<file path="src/rtl/adder_pg_pipeline_stage_if.sv">
// Operand-in / generate-propagate-out handshake bundle for adder_pg_pipeline_stage.
// master = upstream/downstream driver side, slave = the stage itself.
interface adder_pg_pipeline_stage_if #(
  parameter int DATA_WIDTH = 16
);
  logic                  in_valid;
  logic                  in_ready;
  logic [DATA_WIDTH-1:0] a_in;
  logic [DATA_WIDTH-1:0] b_in;
  logic                  sub_in;
  logic                  out_valid;
  logic                  out_ready;
  logic [DATA_WIDTH-1:0] g_out;
  logic [DATA_WIDTH-1:0] p_out;
  logic                  cin_out;

  modport master (
    output in_valid, a_in, b_in, sub_in, out_ready,
    input  in_ready, out_valid, g_out, p_out, cin_out
  );

  modport slave (
    input  in_valid, a_in, b_in, sub_in, out_ready,
    output in_ready, out_valid, g_out, p_out, cin_out
  );
endinterface

</file>
<file path="src/rtl/adder_pg_pipeline_stage.sv">
// Registered g/p/cin front-end for the carry-lookahead adder path.
// Define ADDER_PG_SKID_EN for the two-entry skid buffer (registered in_ready); otherwise a single register.
module adder_pg_pipeline_stage #(
  parameter int DATA_WIDTH = 16
) (
  input  logic                    clk,
  input  logic                    rst_n,
  adder_pg_pipeline_stage_if.slave bus
);

  localparam int NUM_GRP = DATA_WIDTH / 4;

  typedef struct packed {
    logic [DATA_WIDTH-1:0] g;
    logic [DATA_WIDTH-1:0] p;
    logic                  cin;
  } pg_t;

  if ((DATA_WIDTH % 4) != 0) begin : g_width_chk
    $error("adder_pg_pipeline_stage: DATA_WIDTH must be a multiple of 4");
  end

  // Per-bit g/p, laid out in the 4-bit groups the lookahead network consumes.
  logic [NUM_GRP-1:0][3:0] a_grp, b_grp, g_grp, p_grp;
  pg_t                     pg_in;

  assign a_grp = bus.a_in;
  assign b_grp = bus.b_in;

  for (genvar gi = 0; gi < NUM_GRP; gi++) begin : g_grp_pg
    logic [3:0] b_eff;
    assign b_eff      = b_grp[gi] ^ {4{bus.sub_in}};
    assign g_grp[gi]  = a_grp[gi] & b_eff;
    assign p_grp[gi]  = a_grp[gi] ^ b_eff;
  end

  assign pg_in.g   = g_grp;
  assign pg_in.p   = p_grp;
  assign pg_in.cin = bus.sub_in;

  pg_t  main_q;
  logic accept;

`ifdef ADDER_PG_SKID_EN
  // Encoding is {skid_valid, main_valid} so both flags are plain state bits.
  typedef enum logic [1:0] {
    EMPTY = 2'b00,
    ONE   = 2'b01,
    FULL  = 2'b11
  } state_e;

  state_e state_q, state_d;
  pg_t    skid_q;
  logic   load_main_in, load_main_skid, load_skid;

  assign bus.in_ready  = ~state_q[1];
  assign bus.out_valid = state_q[0];
  assign accept        = bus.in_valid & ~state_q[1];

  always_ff @(posedge clk or negedge rst_n) begin
    if (!rst_n) state_q <= EMPTY;
    else        state_q <= state_d;
  end

  always_comb begin
    state_d        = state_q;
    load_main_in   = 1'b0;
    load_main_skid = 1'b0;
    load_skid      = 1'b0;
    unique case (state_q)
      EMPTY: begin
        if (accept) begin
          state_d      = ONE;
          load_main_in = 1'b1;
        end
      end
      ONE: begin
        if (accept && bus.out_ready) begin
          load_main_in = 1'b1;
        end else if (accept) begin
          state_d   = FULL;
          load_skid = 1'b1;
        end else if (bus.out_ready) begin
          state_d = EMPTY;
        end
      end
      FULL: begin
        if (bus.out_ready) begin
          state_d        = ONE;
          load_main_skid = 1'b1;
        end
      end
      default: state_d = EMPTY;
    endcase
  end

  always_ff @(posedge clk or negedge rst_n) begin
    if (!rst_n) begin
      main_q <= '0;
      skid_q <= '0;
    end else begin
      if (load_main_in)        main_q <= pg_in;
      else if (load_main_skid) main_q <= skid_q;
      if (load_skid)           skid_q <= pg_in;
    end
  end
`else
  typedef enum logic {
    EMPTY = 1'b0,
    ONE   = 1'b1
  } state_e;

  state_e state_q, state_d;
  logic   load_main;

  // Ready passes straight through from downstream in this build.
  assign bus.in_ready  = (state_q == EMPTY) | bus.out_ready;
  assign bus.out_valid = (state_q == ONE);
  assign accept        = bus.in_valid & bus.in_ready;

  always_ff @(posedge clk or negedge rst_n) begin
    if (!rst_n) state_q <= EMPTY;
    else        state_q <= state_d;
  end

  always_comb begin
    state_d   = state_q;
    load_main = 1'b0;
    if (accept) begin
      state_d   = ONE;
      load_main = 1'b1;
    end else if (bus.out_ready) begin
      state_d = EMPTY;
    end
  end

  always_ff @(posedge clk or negedge rst_n) begin
    if (!rst_n)         main_q <= '0;
    else if (load_main) main_q <= pg_in;
  end
`endif

  assign bus.g_out   = main_q.g;
  assign bus.p_out   = main_q.p;
  assign bus.cin_out = main_q.cin;

endmodule

</file>
<file path="src/flat_wrapper.sv">
// flat-port wrapper written by rule: the top's interface ports become plain ports
module adder_pg_pipeline_stage_flat 
#(
  parameter int DATA_WIDTH = 16
)
  (clk, rst_n, bus_in_valid, bus_a_in, bus_b_in, bus_sub_in, bus_out_ready, bus_in_ready, bus_out_valid, bus_g_out, bus_p_out, bus_cin_out);
  adder_pg_pipeline_stage_if #(.DATA_WIDTH(DATA_WIDTH)) bus_i ();
  input  logic clk;
  input  logic rst_n;
  input wire logic [$bits(bus_i.in_valid)-1:0] bus_in_valid;
  input wire logic [$bits(bus_i.a_in)-1:0] bus_a_in;
  input wire logic [$bits(bus_i.b_in)-1:0] bus_b_in;
  input wire logic [$bits(bus_i.sub_in)-1:0] bus_sub_in;
  input wire logic [$bits(bus_i.out_ready)-1:0] bus_out_ready;
  output wire logic [$bits(bus_i.in_ready)-1:0] bus_in_ready;
  output wire logic [$bits(bus_i.out_valid)-1:0] bus_out_valid;
  output wire logic [$bits(bus_i.g_out)-1:0] bus_g_out;
  output wire logic [$bits(bus_i.p_out)-1:0] bus_p_out;
  output wire logic [$bits(bus_i.cin_out)-1:0] bus_cin_out;
  assign bus_i.in_valid = bus_in_valid;
  assign bus_i.a_in = bus_a_in;
  assign bus_i.b_in = bus_b_in;
  assign bus_i.sub_in = bus_sub_in;
  assign bus_i.out_ready = bus_out_ready;
  assign bus_in_ready = bus_i.in_ready;
  assign bus_out_valid = bus_i.out_valid;
  assign bus_g_out = bus_i.g_out;
  assign bus_p_out = bus_i.p_out;
  assign bus_cin_out = bus_i.cin_out;
  adder_pg_pipeline_stage #(.DATA_WIDTH(DATA_WIDTH)) u_core (.clk(clk), .rst_n(rst_n), .bus(bus_i));
endmodule
</file>
<file path="config.mk">
export PLATFORM = sky130hd
export DESIGN_NAME = adder_pg_pipeline_stage_flat
export DESIGN_NICKNAME = d
export VERILOG_FILES = /design/src/rtl/adder_pg_pipeline_stage_if.sv /design/src/rtl/adder_pg_pipeline_stage.sv /design/src/flat_wrapper.sv
export SDC_FILE = /design/constraint.sdc
export NUM_CORES = 1
export LEC_CHECK = 0
export ABC_AREA = 1
export BUFFER_PORTS_ARGS = -buffer_cell sky130_fd_sc_hd__buf_2
export CAP_MARGIN = 40
export CORE_MARGIN = 10
export CORE_UTILIZATION = 45
export DETAILED_ROUTE_END_ITERATION = 8
export PLACE_DENSITY = 0.84
export REMOVE_ABC_BUFFERS = 1
export SYNTH_ARGS = -nofsm -noshare
export SYNTH_HDL_FRONTEND = slang
export SYNTH_SLANG_ARGS = --single-unit
</file>
<file path="constraint.sdc">
create_clock -name clk -period 1.3 [get_ports clk]
set_input_delay 0 -clock clk [delete_from_list [all_inputs] [get_ports clk]]
set_output_delay 0 -clock clk [all_outputs]
set_load 0.01 [all_outputs]
</file>
Word-level counts from Yosys, hierarchy flattened
Index checks and enable logic that the tools add are counted.
{"block": "totals", "ff_bits": 34, "inputBits": 37, "elab_cells": 23}
{"block": "classes", "mux": 3, "bitwise": 15, "n_reduce_logical": 1}
{"cell": "$xor 4x4->4", "count": 8}
{"cell": "$and 4x4->4", "count": 4}
{"cell": "$mux 1", "count": 3}
{"cell": "$reduce_bool 2->1", "count": 1}
{"cell": "$and 1x1->1", "count": 1}
{"cell": "$not 1->1", "count": 1}
{"cell": "$or 1x1->1", "count": 1}

Logic depth before layout (Yosys ltp)
Gate-level depths: netlist of the first run.
{"block": "logic_depth", "ltp_word": 4, "mapped_depth": 6}

Worst setup path before layout of the first run
OpenSTA, ideal clock, no wires.
{"block": "synth_timing", "path_type": "reg2reg", "startpoint": "register u_core.state_q, in the netlist u_core.bus.out_valid", "endpoint": "register u_core.main_q (netlist bit u_core.bus.g_out[0])", "setup_ns": 0.117, "arrival_ns": 0.845, "required_ns": 1.183, "path_slack_ns": 0.338, "path_stages_with_launch": 6, "n_path_buf": 1, "period_less_slack_ns": 0.962, "path_cell_list": "dfrtp_1 -> nand2_4 -> nand2_4 -> buf_6 -> nand2_1 -> nand2_1"}
{"block": "synth_between", "elab_chain_len": 4}
{"item": "start, declared", "line": "adder_pg_pipeline_stage.sv:113", "source": "state_e state_q, state_d;"}
{"item": "start signal, assigned", "line": "adder_pg_pipeline_stage.sv:123", "source": "else state_q <= state_d;"}
{"item": "$not 1->1", "line": "adder_pg_pipeline_stage.sv:117", "source": "assign bus.in_ready = (state_q == EMPTY) | bus.out_ready;"}
{"item": "$or 1x1->1", "line": "adder_pg_pipeline_stage.sv:117"}
{"item": "$and 1x1->1", "line": "adder_pg_pipeline_stage.sv:119", "source": "assign accept = bus.in_valid & bus.in_ready;"}
{"item": "$mux 1", "line": "adder_pg_pipeline_stage.sv:129", "source": "if (accept) begin"}
{"item": "end signal, assigned", "line": "adder_pg_pipeline_stage.sv:139", "source": "else if (load_main) main_q <= pg_in;"}
{"item": "end, declared", "line": "adder_pg_pipeline_stage.sv:41", "source": "pg_t main_q;"}
Every way passes these cells.
A chain may end at the register's enable or synchronous reset.

Worst setup path in the final report of the first run
{"block": "layout_timing", "startpoint": "register u_core.state_q, in the netlist u_core.bus.out_valid", "endpoint": "output port bus_in_ready"}
{"block": "layout_between", "elab_chain_len": 2}
{"item": "$not 1->1", "line": "adder_pg_pipeline_stage.sv:117"}
{"item": "$or 1x1->1", "line": "adder_pg_pipeline_stage.sv:117"}
{"item": "end, declared", "line": "flat_wrapper.sv:15", "source": "output wire logic [$bits(bus_i.in_ready)-1:0] bus_in_ready;"}
Every way passes these cells.

==> results.json, run 1 <==
{
  "status": "completed",
  "fmax_mhz": 833,
  "grt_usage_pct": 13.0,
  "rr_startpoint": "u_core.bus.out_valid$_DFFE_PN0P_",
  "hp-class": "in2reg",
  "die_h_um": 82.1,
  "clockBufferDepth": 2,
  "cts_resized": 0,
  "grt_pass1_vias": 1423,
  "route.detailed.drc": 0,
  "layout_setup_ws_ns": 0.0992,
  "h-tree-depth": 2,
  "met2_length_um": 2060,
  "path_max_fanout": 25,
  "reg2reg_depth": 4,
  "vias": 1454,
  "wirelength_um": 4230,
  "min_period_ns": 1.20,
  "slew_headroom_pct": 71.8,
  "drv_cap": 0,
  "syn_area_sq_um": 1740,
  "diodes": 0,
  "core_sq_um": 3690,
  "pre_cts_ws_ns": 0.179,
  "antenna_found_initial": 0,
  "synth.distinct_cells": 11,
  "synth_compound_area_share_pct": 0,
  "cp_slowest_cell": "dfrtp_1",
  "gp_congestion": 0.743,
  "drtAntennaViolNets": 0,
  "cts_buffers": 5,
  "n_fill_cell": 333,
  "yosys_warnings": 0,
  "seq_area_sq_um": 851,
  "synthTopCellsByCount": "nand2_1, dfrtp_1, nand3_1",
  "initial_core_util_pct": 47.1,
  "grt_pass1_wl_um": 6760,
  "cts_setup_buffers": 0,
  "yosys-mux-area-fraction_pct": 0,
  "io_pins": 72,
  "setup_viol": 0,
  "avgViaCountPerCell": 4.81,
  "synth_top_family_by_area": "simple AND/OR/NAND/NOR gates",
  "critical_path_required_ns": 1.30,
  "fp-row-count": 22,
  "synthCells": 181,
  "wl_met1_um": 1720,
  "max_stage_delay_ns": 0.41,
  "cellLeakagePower_nw": 1.31,
  "drv_slew": 0,
  "area_delta_synth_final_pct": 27.4,
  "ctsHoldBuffers": 1,
  "drive_gt1_share_pct": 33.5,
  "die_x_um": 82.1,
  "clock-skew-final_ns": 0.00707,
  "ff2ff_setup_slack_ns": 0.15,
  "hold_violations": 0,
  "wire_per_inst_um": 14.0,
  "synth-seq-cells": 34,
  "clk_latency_ns": 0.28,
  "grt-ovfl-total": 0,
  "path_class": "reg2out",
  "synth_largest_area_cell": "dfrtp_1",
  "dp_hpwl_um": 3190,
  "synth_top_cell_area_share_pct": 49.0,
  "rsz0062_at_grt": "no",
  "path_cells": "nand2_4, buf_12, buf_2",
  "initialDrtViolationCount": 124,
  "synthAdderAreaFrac_pct": 11.5,
  "synth_area_leaders": "dfrtp_1, nand2_1, ha_1",
  "synth.avg_cell_area_sq_um": 9.59,
  "crit-reg2reg-capture": "u_core.bus.p_out[4]$_DFFE_PN0P_",
  "startpoint_type": "flop",
  "peakVddDrop_uv": 718,
  "cts_tree": "done",
  "timing.final.crit_share_pct": 92.4,
  "async_reset_ff_share_pct": 100,
  "dr.pass1.iters": 5,
  "nets": 306,
  "synthFlopType": "dfrtp_1",
  "fp.dieArea_sq_um": 6740,
  "wl_met3_um": 432,
  "timing.critical_path.from": "u_core.bus.out_valid$_DFFE_PN0P_",
  "ys_seq_area_share_pct": 49.0,
  "endpoint": "bus_in_ready",
  "fin_setup_tns_ns": 0,
  "clock_sink_count": 34,
  "synthXorXnorAreaFrac_pct": 8.07,
  "highest_layer": "met4",
  "worst_slew_pin_slew_ns": 0.422,
  "synth_edf_count": 0,
  "port_buffers": 71,
  "crit_path_end_kind": "primary output",
  "grt_max_degree": 35,
  "synth_most_common_cell": "nand2_1",
  "critical_path_arrival_ns": 1.20,
  "synth-simple-area-share_pct": 25.3,
  "p_per_area_nw_per_um2": 1280,
  "multiInputGateArea_sq_um": 779,
  "root_buffer": "clkbuf_8",
  "path_clk_slew_ns": 0.07
}
==> worst min-delay path by stage <==
| stage | from | endpoint | slack, ns | depth (start not counted) |
|---|---|---|---|---|
| after floorplan | rst_n | u_core.bus.cin_out$_DFFE_PN0P_ | -0.30 | 0 |
| after CTS | bus_a_in[10] | u_core.bus.p_out[10]$_DFFE_PN0P_ | 0.07 | 4 |
| final | bus_in_valid | u_core.bus.p_out[14]$_DFFE_PN0P_ | 0.07 | 3 |
| after detailed placement | rst_n | u_core.bus.g_out[10]$_DFFE_PN0P_ | 0.06 | 2 |
| after global placement | rst_n | u_core.bus.g_out[10]$_DFFE_PN0P_ | 0.05 | 2 |
| after global routing | bus_a_in[14] | u_core.bus.p_out[14]$_DFFE_PN0P_ | 0.08 | 4 |
==> cells by family after synthesis <==
| family | after synthesis |
|---|---|
| and+or+nand+nor | 102 |
| DFF | 34 |
| xor gates and xnor gates | 16 |
| adders and majority gates | 16 |
| buffers and inverters | 13 |
==> per-layer routing <==
| layer | track usage, % | up-vias |
|---|---|---|
| li1 | - | 726 |
| met1 | 15.6 | 677 |
| met2 | 20.6 | 49 |
| met3 | 5.83 | 2 |
| met4 | 4.08 | 0 |
| met5 | 0 | - |
==> cell type report <==
type                            count  area share [%]
Sequential cell                    34            38.4
Multi-Input combinational cell    134            35.2
Timing Repair Buffer               77            19.3
Clock buffer                        7            3.90
Tap cell                           48            2.71
Clock inverter                      1           0.226
Inverter                            1           0.170
==> power breakdown <==
part | switching [mW] | internal, mW | leakage (nW) | total, mW
clock | 0.360 | 0.427 | 0.0482 | 0.787
sequential | 0.0855 | 1.23 | 0.429 | 1.31
combinational | 0.416 | 0.310 | 0.832 | 0.725
total | 0.862 | 1.96 | 1.31 | 2.82
==> flip-flops by register name (all words and copies together), names as in the netlist <==
signal / flops
u_core.bus.cin_out: 1
u_core.bus.out_valid: 1
u_core.bus.p_out: 16
u_core.bus.g_out: 16
==> per-stage QoR <==
step                instances  area [sq um]  hold WS [ns]  util [%]  total power [mW]
detailed placement        293          2110        0.0567      57.3              2.07
global placement          293          2110        0.0486      57.3              2.05
finish                    302          2210        0.0740      60.0              2.82
CTS                       302          2210        0.0684      60.0              2.87
global route              302          2210        0.0760      60.0              3.02
floorplan                 169          1630        -0.296         -              1.68
==> critical path: cells and delay by family, from the launching register on <==
family / cells / cell delay [ns]
DFF: 1 / 0.41
buffers and inverters: 2 / 0.34
and+or+nand+nor: 1 / 0.17
==> cell usage in the layout (no fill, tap or decap), drive strengths merged <==
cell type	instances
xor2	16
dlygate4sd3	1
buf	76
nand2	69
clkinv	1
nand3	33
inv	1
dfrtp	34
ha	16
clkbuf	7
Power figures use the tool's default switching activity.
==> run 2, diff against run 1 <==
- CORE_UTILIZATION: 45 -> 50
- PLACE_DENSITY: 0.84 -> 0.91
==> results.json, run 2 (synthesis gave the netlist of run 1 again) <==
{
  "p_per_area_nw_per_um2": 1200,
  "drive_gt1_share_pct": 33.6,
  "wirelength_um": 4330,
  "avgViaCountPerCell": 4.89,
  "p_seq_share_pct": 50.8,
  "port_buffers": 71,
  "io_pins": 72,
  "layout_setup_ws_ns": 0.129,
  "cts_buffers": 5,
  "peakVddDrop_uv": 698,
  "gp_congestion": 0.740,
  "hp-class": "in2reg",
  "status": "completed",
  "met2_length_um": 2130,
  "power_frac_clock_pct": 21.1,
  "dr.pass1.iters": 4,
  "share_comb_of_total_power_pct": 28.0,
  "wl_met3_um": 342,
  "grt_pass1_vias": 1474,
  "initialDrtViolationCount": 96,
  "dp_hpwl_um": 3250,
  "layout_commonest_cell": "buf_2",
  "wire_per_inst_um": 14.5,
  "startpoint_type": "flop",
  "internal_power_mw": 1.72,
  "clock_sink_count": 34,
  "crit_path_end_kind": "primary output",
  "die_x_um": 78.9,
  "hold_violations": 0,
  "vias": 1462,
  "antenna_found_initial": 0,
  "timing.final.crit_share_pct": 90.1,
  "ff2ff_setup_slack_ns": 0.24,
  "cts_tree": "done",
  "diodes": 0,
  "switching_share_pct": 33.2,
  "initial_core_util_pct": 52.0,
  "route.detailed.drc": 0,
  "h-tree-depth": 2,
  "slew_headroom_pct": 67.5,
  "power_switching_uw": 856,
  "highest_layer": "met4",
  "dpl_cell_area_sq_um": 2080,
  "n_fill_cell": 295,
  "wl_met1_um": 1790,
  "die_h_um": 78.9,
  "fp.dieArea_sq_um": 6230,
  "final_cell_mix": "buf_2, nand2_1, dfrtp_1",
  "total_power_mw": 2.58,
  "fmax_mhz": 854,
  "critical_path_arrival_ns": 1.17,
  "path_class": "reg2out",
  "path_clk_slew_ns": 0.11,
  "drtAntennaViolNets": 0,
  "drv_slew": 0,
  "worst_slew_pin_slew_ns": 0.487,
  "clock-skew-final_ns": 0.0136,
  "drv_cap": 0,
  "grt_max_degree": 35,
  "grt-ovfl-total": 0,
  "grt_pass1_wl_um": 7060,
  "path_max_fanout": 10,
  "final_area_sq_um": 2140,
  "critical_path_required_ns": 1.30,
  "clk_latency_ns": 0.33,
  "grt_usage_pct": 13.8,
  "fp-row-count": 21,
  "core_sq_um": 3340,
  "pre_cts_ws_ns": 0.141,
  "final_core_util_pct": 64.2,
  "setup_viol": 0,
  "nets": 306,
  "cellLeakagePower_nw": 1.28,
  "root_buffer": "clkbuf_4",
  "min_period_ns": 1.17,
  "rsz0062_at_grt": "no",
  "clockBufferDepth": 2,
  "area_delta_synth_final_pct": 23.3,
  "fin_setup_tns_ns": 0
}
## run 2: cell types whose count changed in the layout (fill, tap and decap cells not counted), sizes merged
cell / change
clkbuf: -2
clkinv: +1
## run 2: per-stage QoR
stage	instances	hold WS, ns
floorplan	169	-0.296
global placement	290	0.0513
detailed placement	290	0.0518
CTS	298	0.00990
global route	299	0.0209
finish	299	0.0144
## run 2: path summary, 6_finish.rpt
check	start	endpoint	cells past startpoint
min in group asynchronous	rst_n	u_core.bus.out_valid$_DFFE_PN0P_	3
worst min register to register	u_core.bus.p_out[6]$_DFFE_PN0P_	u_core.bus.p_out[6]$_DFFE_PN0P_	2
worst max-delay path	u_core.bus.out_valid$_DFFE_PN0P_	bus_in_ready	3
worst max register to register	u_core.bus.out_valid$_DFFE_PN0P_	u_core.bus.p_out[10]$_DFFE_PN0P_	4
worst min-delay path	bus_a_in[3]	u_core.bus.p_out[3]$_DFFE_PN0P_	4
max in group asynchronous	rst_n	u_core.bus.p_out[15]$_DFFE_PN0P_	3
## run 2: critical path: stages (launching register included)
cell     delay, ns
dfrtp_1       0.42
nand2_4       0.09
buf_4         0.17
buf_2         0.14
## run 2: power groups by stage
| stage | clock (mW) | combinational (mW) | sequential (mW) |
|---|---|---|---|
| after floorplan | 0 | 0.264 | 1.41 |
| after global placement | 0 | 0.700 | 1.32 |
| after detailed placement | 0 | 0.729 | 1.33 |
| after CTS | 0.550 | 0.736 | 1.31 |
| after global routing | 0.604 | 0.814 | 1.33 |
| final | 0.545 | 0.723 | 1.31 |
## run 2: layout make-up
| class | instances | area [sq um] | share of cell area (%) |
|---|---|---|---|
| sequential | 34 | 851 | 39.7 |
| multi-input combinational | 134 | 779 | 36.4 |
| timing repair buffer | 77 | 403 | 18.8 |
| tap | 46 | 57.6 | 2.69 |
| clock buffer | 5 | 37.5 | 1.75 |
| clock inverter | 2 | 10.0 | 0.467 |
| inverter | 1 | 3.75 | 0.175 |
## run 2: metal layers
metal  vias up  GRT usage (%)
met5         -              0
met4         0           4.84
met3         7           5.41
met2        51           22.7
met1       679           16.1
li1        725              -
## run 2: timing repair
item                                    CTS  global route
resized for setup                         0             0
buffers inserted                          0             1
hold endpoints to repair                 34             0
hold buffers                              1             0
endpoints found under the setup margin    0             1
==> run 3, diff against run 2 <==
- MAX_ROUTING_LAYER: unset -> met4
==> results.json, run 3 (synthesis gave the netlist of run 1 again) <==
{
  "status": "completed",
  "drive_gt1_share_pct": 33.6,
  "hold_violations": 0,
  "hp-class": "in2reg",
  "avgViaCountPerCell": 4.89,
  "cts_resized": 0,
  "path_max_fanout": 10,
  "final_core_util_pct": 64.2,
  "clock-skew-final_ns": 0.0139,
  "grt_pass1_vias": 1478,
  "fp.dieArea_sq_um": 6230,
  "multiInputGateArea_sq_um": 779,
  "n_fill_cell": 295,
  "port_buffers": 71,
  "dpl_cell_area_sq_um": 2080,
  "area_delta_synth_final_pct": 23.3,
  "vias": 1463,
  "wire_per_inst_um": 14.6,
  "root_buffer": "clkbuf_4",
  "clk_latency_ns": 0.34,
  "core_sq_um": 3340,
  "drtAntennaViolNets": 0,
  "initial_core_util_pct": 52.0,
  "fin_setup_tns_ns": 0,
  "setup_viol": 0,
  "path_clk_slew_ns": 0.11,
  "startpoint_type": "flop",
  "cts_tree": "done",
  "drv_cap": 0,
  "p_per_area_nw_per_um2": 1210,
  "total_power_mw": 2.59,
  "fp-row-count": 21,
  "io_pins": 72,
  "route.detailed.drc": 0,
  "peakVddDrop_uv": 697,
  "final_cell_mix": "buf_2, nand2_1, dfrtp_1",
  "clock_sink_count": 34,
  "dp_hpwl_um": 3250,
  "min_period_ns": 1.18,
  "critical_path_arrival_ns": 1.18,
  "dr.pass1.iters": 4,
  "nets": 306,
  "clockBufferDepth": 2,
  "diodes": 0,
  "die_h_um": 78.9,
  "die_x_um": 78.9,
  "antenna_found_initial": 0,
  "fmax_mhz": 849,
  "worst_slew_pin_slew_ns": 0.489,
  "grt_max_degree": 35,
  "timing.final.crit_share_pct": 90.6,
  "grt_usage_pct": 14.3,
  "drv_slew": 0,
  "slew_headroom_pct": 67.4,
  "stdcell_count": 299,
  "critical_path_required_ns": 1.30,
  "path_class": "reg2out",
  "cts_buffers": 5,
  "h-tree-depth": 2,
  "grt_pass1_wl_um": 7040,
  "cellLeakagePower_nw": 1.28,
  "layout_commonest_cell": "buf_2",
  "crit_path_end_kind": "primary output",
  "rsz0062_at_grt": "no",
  "gp_congestion": 0.749,
  "place_inst": 290,
  "wirelength_um": 4360,
  "seq_area_sq_um": 851,
  "grt-ovfl-total": 0,
  "initialDrtViolationCount": 78,
  "final_area_sq_um": 2140
}
## run 3: final cells by class
type                    count  share of cell area [%]
well taps                  46                    2.69
clock buffers               5                    1.75
repair buffers             77                    18.8
inverters                   1                   0.175
multi-input cells         134                    36.4
clock inverters             2                   0.467
flip-flops and latches     34                    39.7
## run 3: stage by stage
step	hold slack, ns	setup slack, ns
after global routing	0.0209	0.0644
after global placement	0.0513	0.197
final	0.00927	0.122
after detailed placement	0.0518	0.141
after CTS	0.00990	0.0233
after floorplan	-0.296	0.133
## run 3: per-layer routing
metal / wire length, um / track usage [%] / up-vias
met4: 63 / 4.84 / 0
met1: 1850 / 16.2 / 675
li1: - / - / 726
met3: 326 / 5.41 / 7
met2: 2120 / 22.7 / 55
met5: 0 / - / -
## run 3: worst max-delay path, cell delays in order (launching register included)
cell and delay, ns:
dfrtp_1 0.42, nand2_4 0.09, buf_4 0.17, buf_2 0.15
## run 3: worst paths after layout
kind / cells after the start / end / slack, ns / from
max reg2reg: 4 / u_core.bus.g_out[2]$_DFFE_PN0P_ / 0.25 / u_core.bus.out_valid$_DFFE_PN0P_
max: 3 / bus_in_ready / 0.12 / u_core.bus.out_valid$_DFFE_PN0P_
min: 4 / u_core.bus.p_out[3]$_DFFE_PN0P_ / 0.009 / bus_a_in[3]
min reg2reg: 2 / u_core.bus.p_out[6]$_DFFE_PN0P_ / 0.47 / u_core.bus.p_out[6]$_DFFE_PN0P_
max in group asynchronous: 3 / u_core.bus.p_out[15]$_DFFE_PN0P_ / 0.79 / rst_n
min in group asynchronous: 3 / u_core.bus.out_valid$_DFFE_PN0P_ / 0.21 / rst_n
## run 3: repair_timing
action,4_1_cts,5_1_grt
endpoints found under the setup margin,0,1
buffers inserted,0,1
hold buffers,1,0
endpoints found under the hold margin,34,0
## run 3: report_power, final
group	internal, mW	leakage (nW)	switching, mW	total [mW]
Sequential	1.22	0.429	0.0866	1.31
Clock	0.194	0.0308	0.356	0.551
Combinational	0.304	0.821	0.421	0.724
Total	1.72	1.28	0.863	2.59
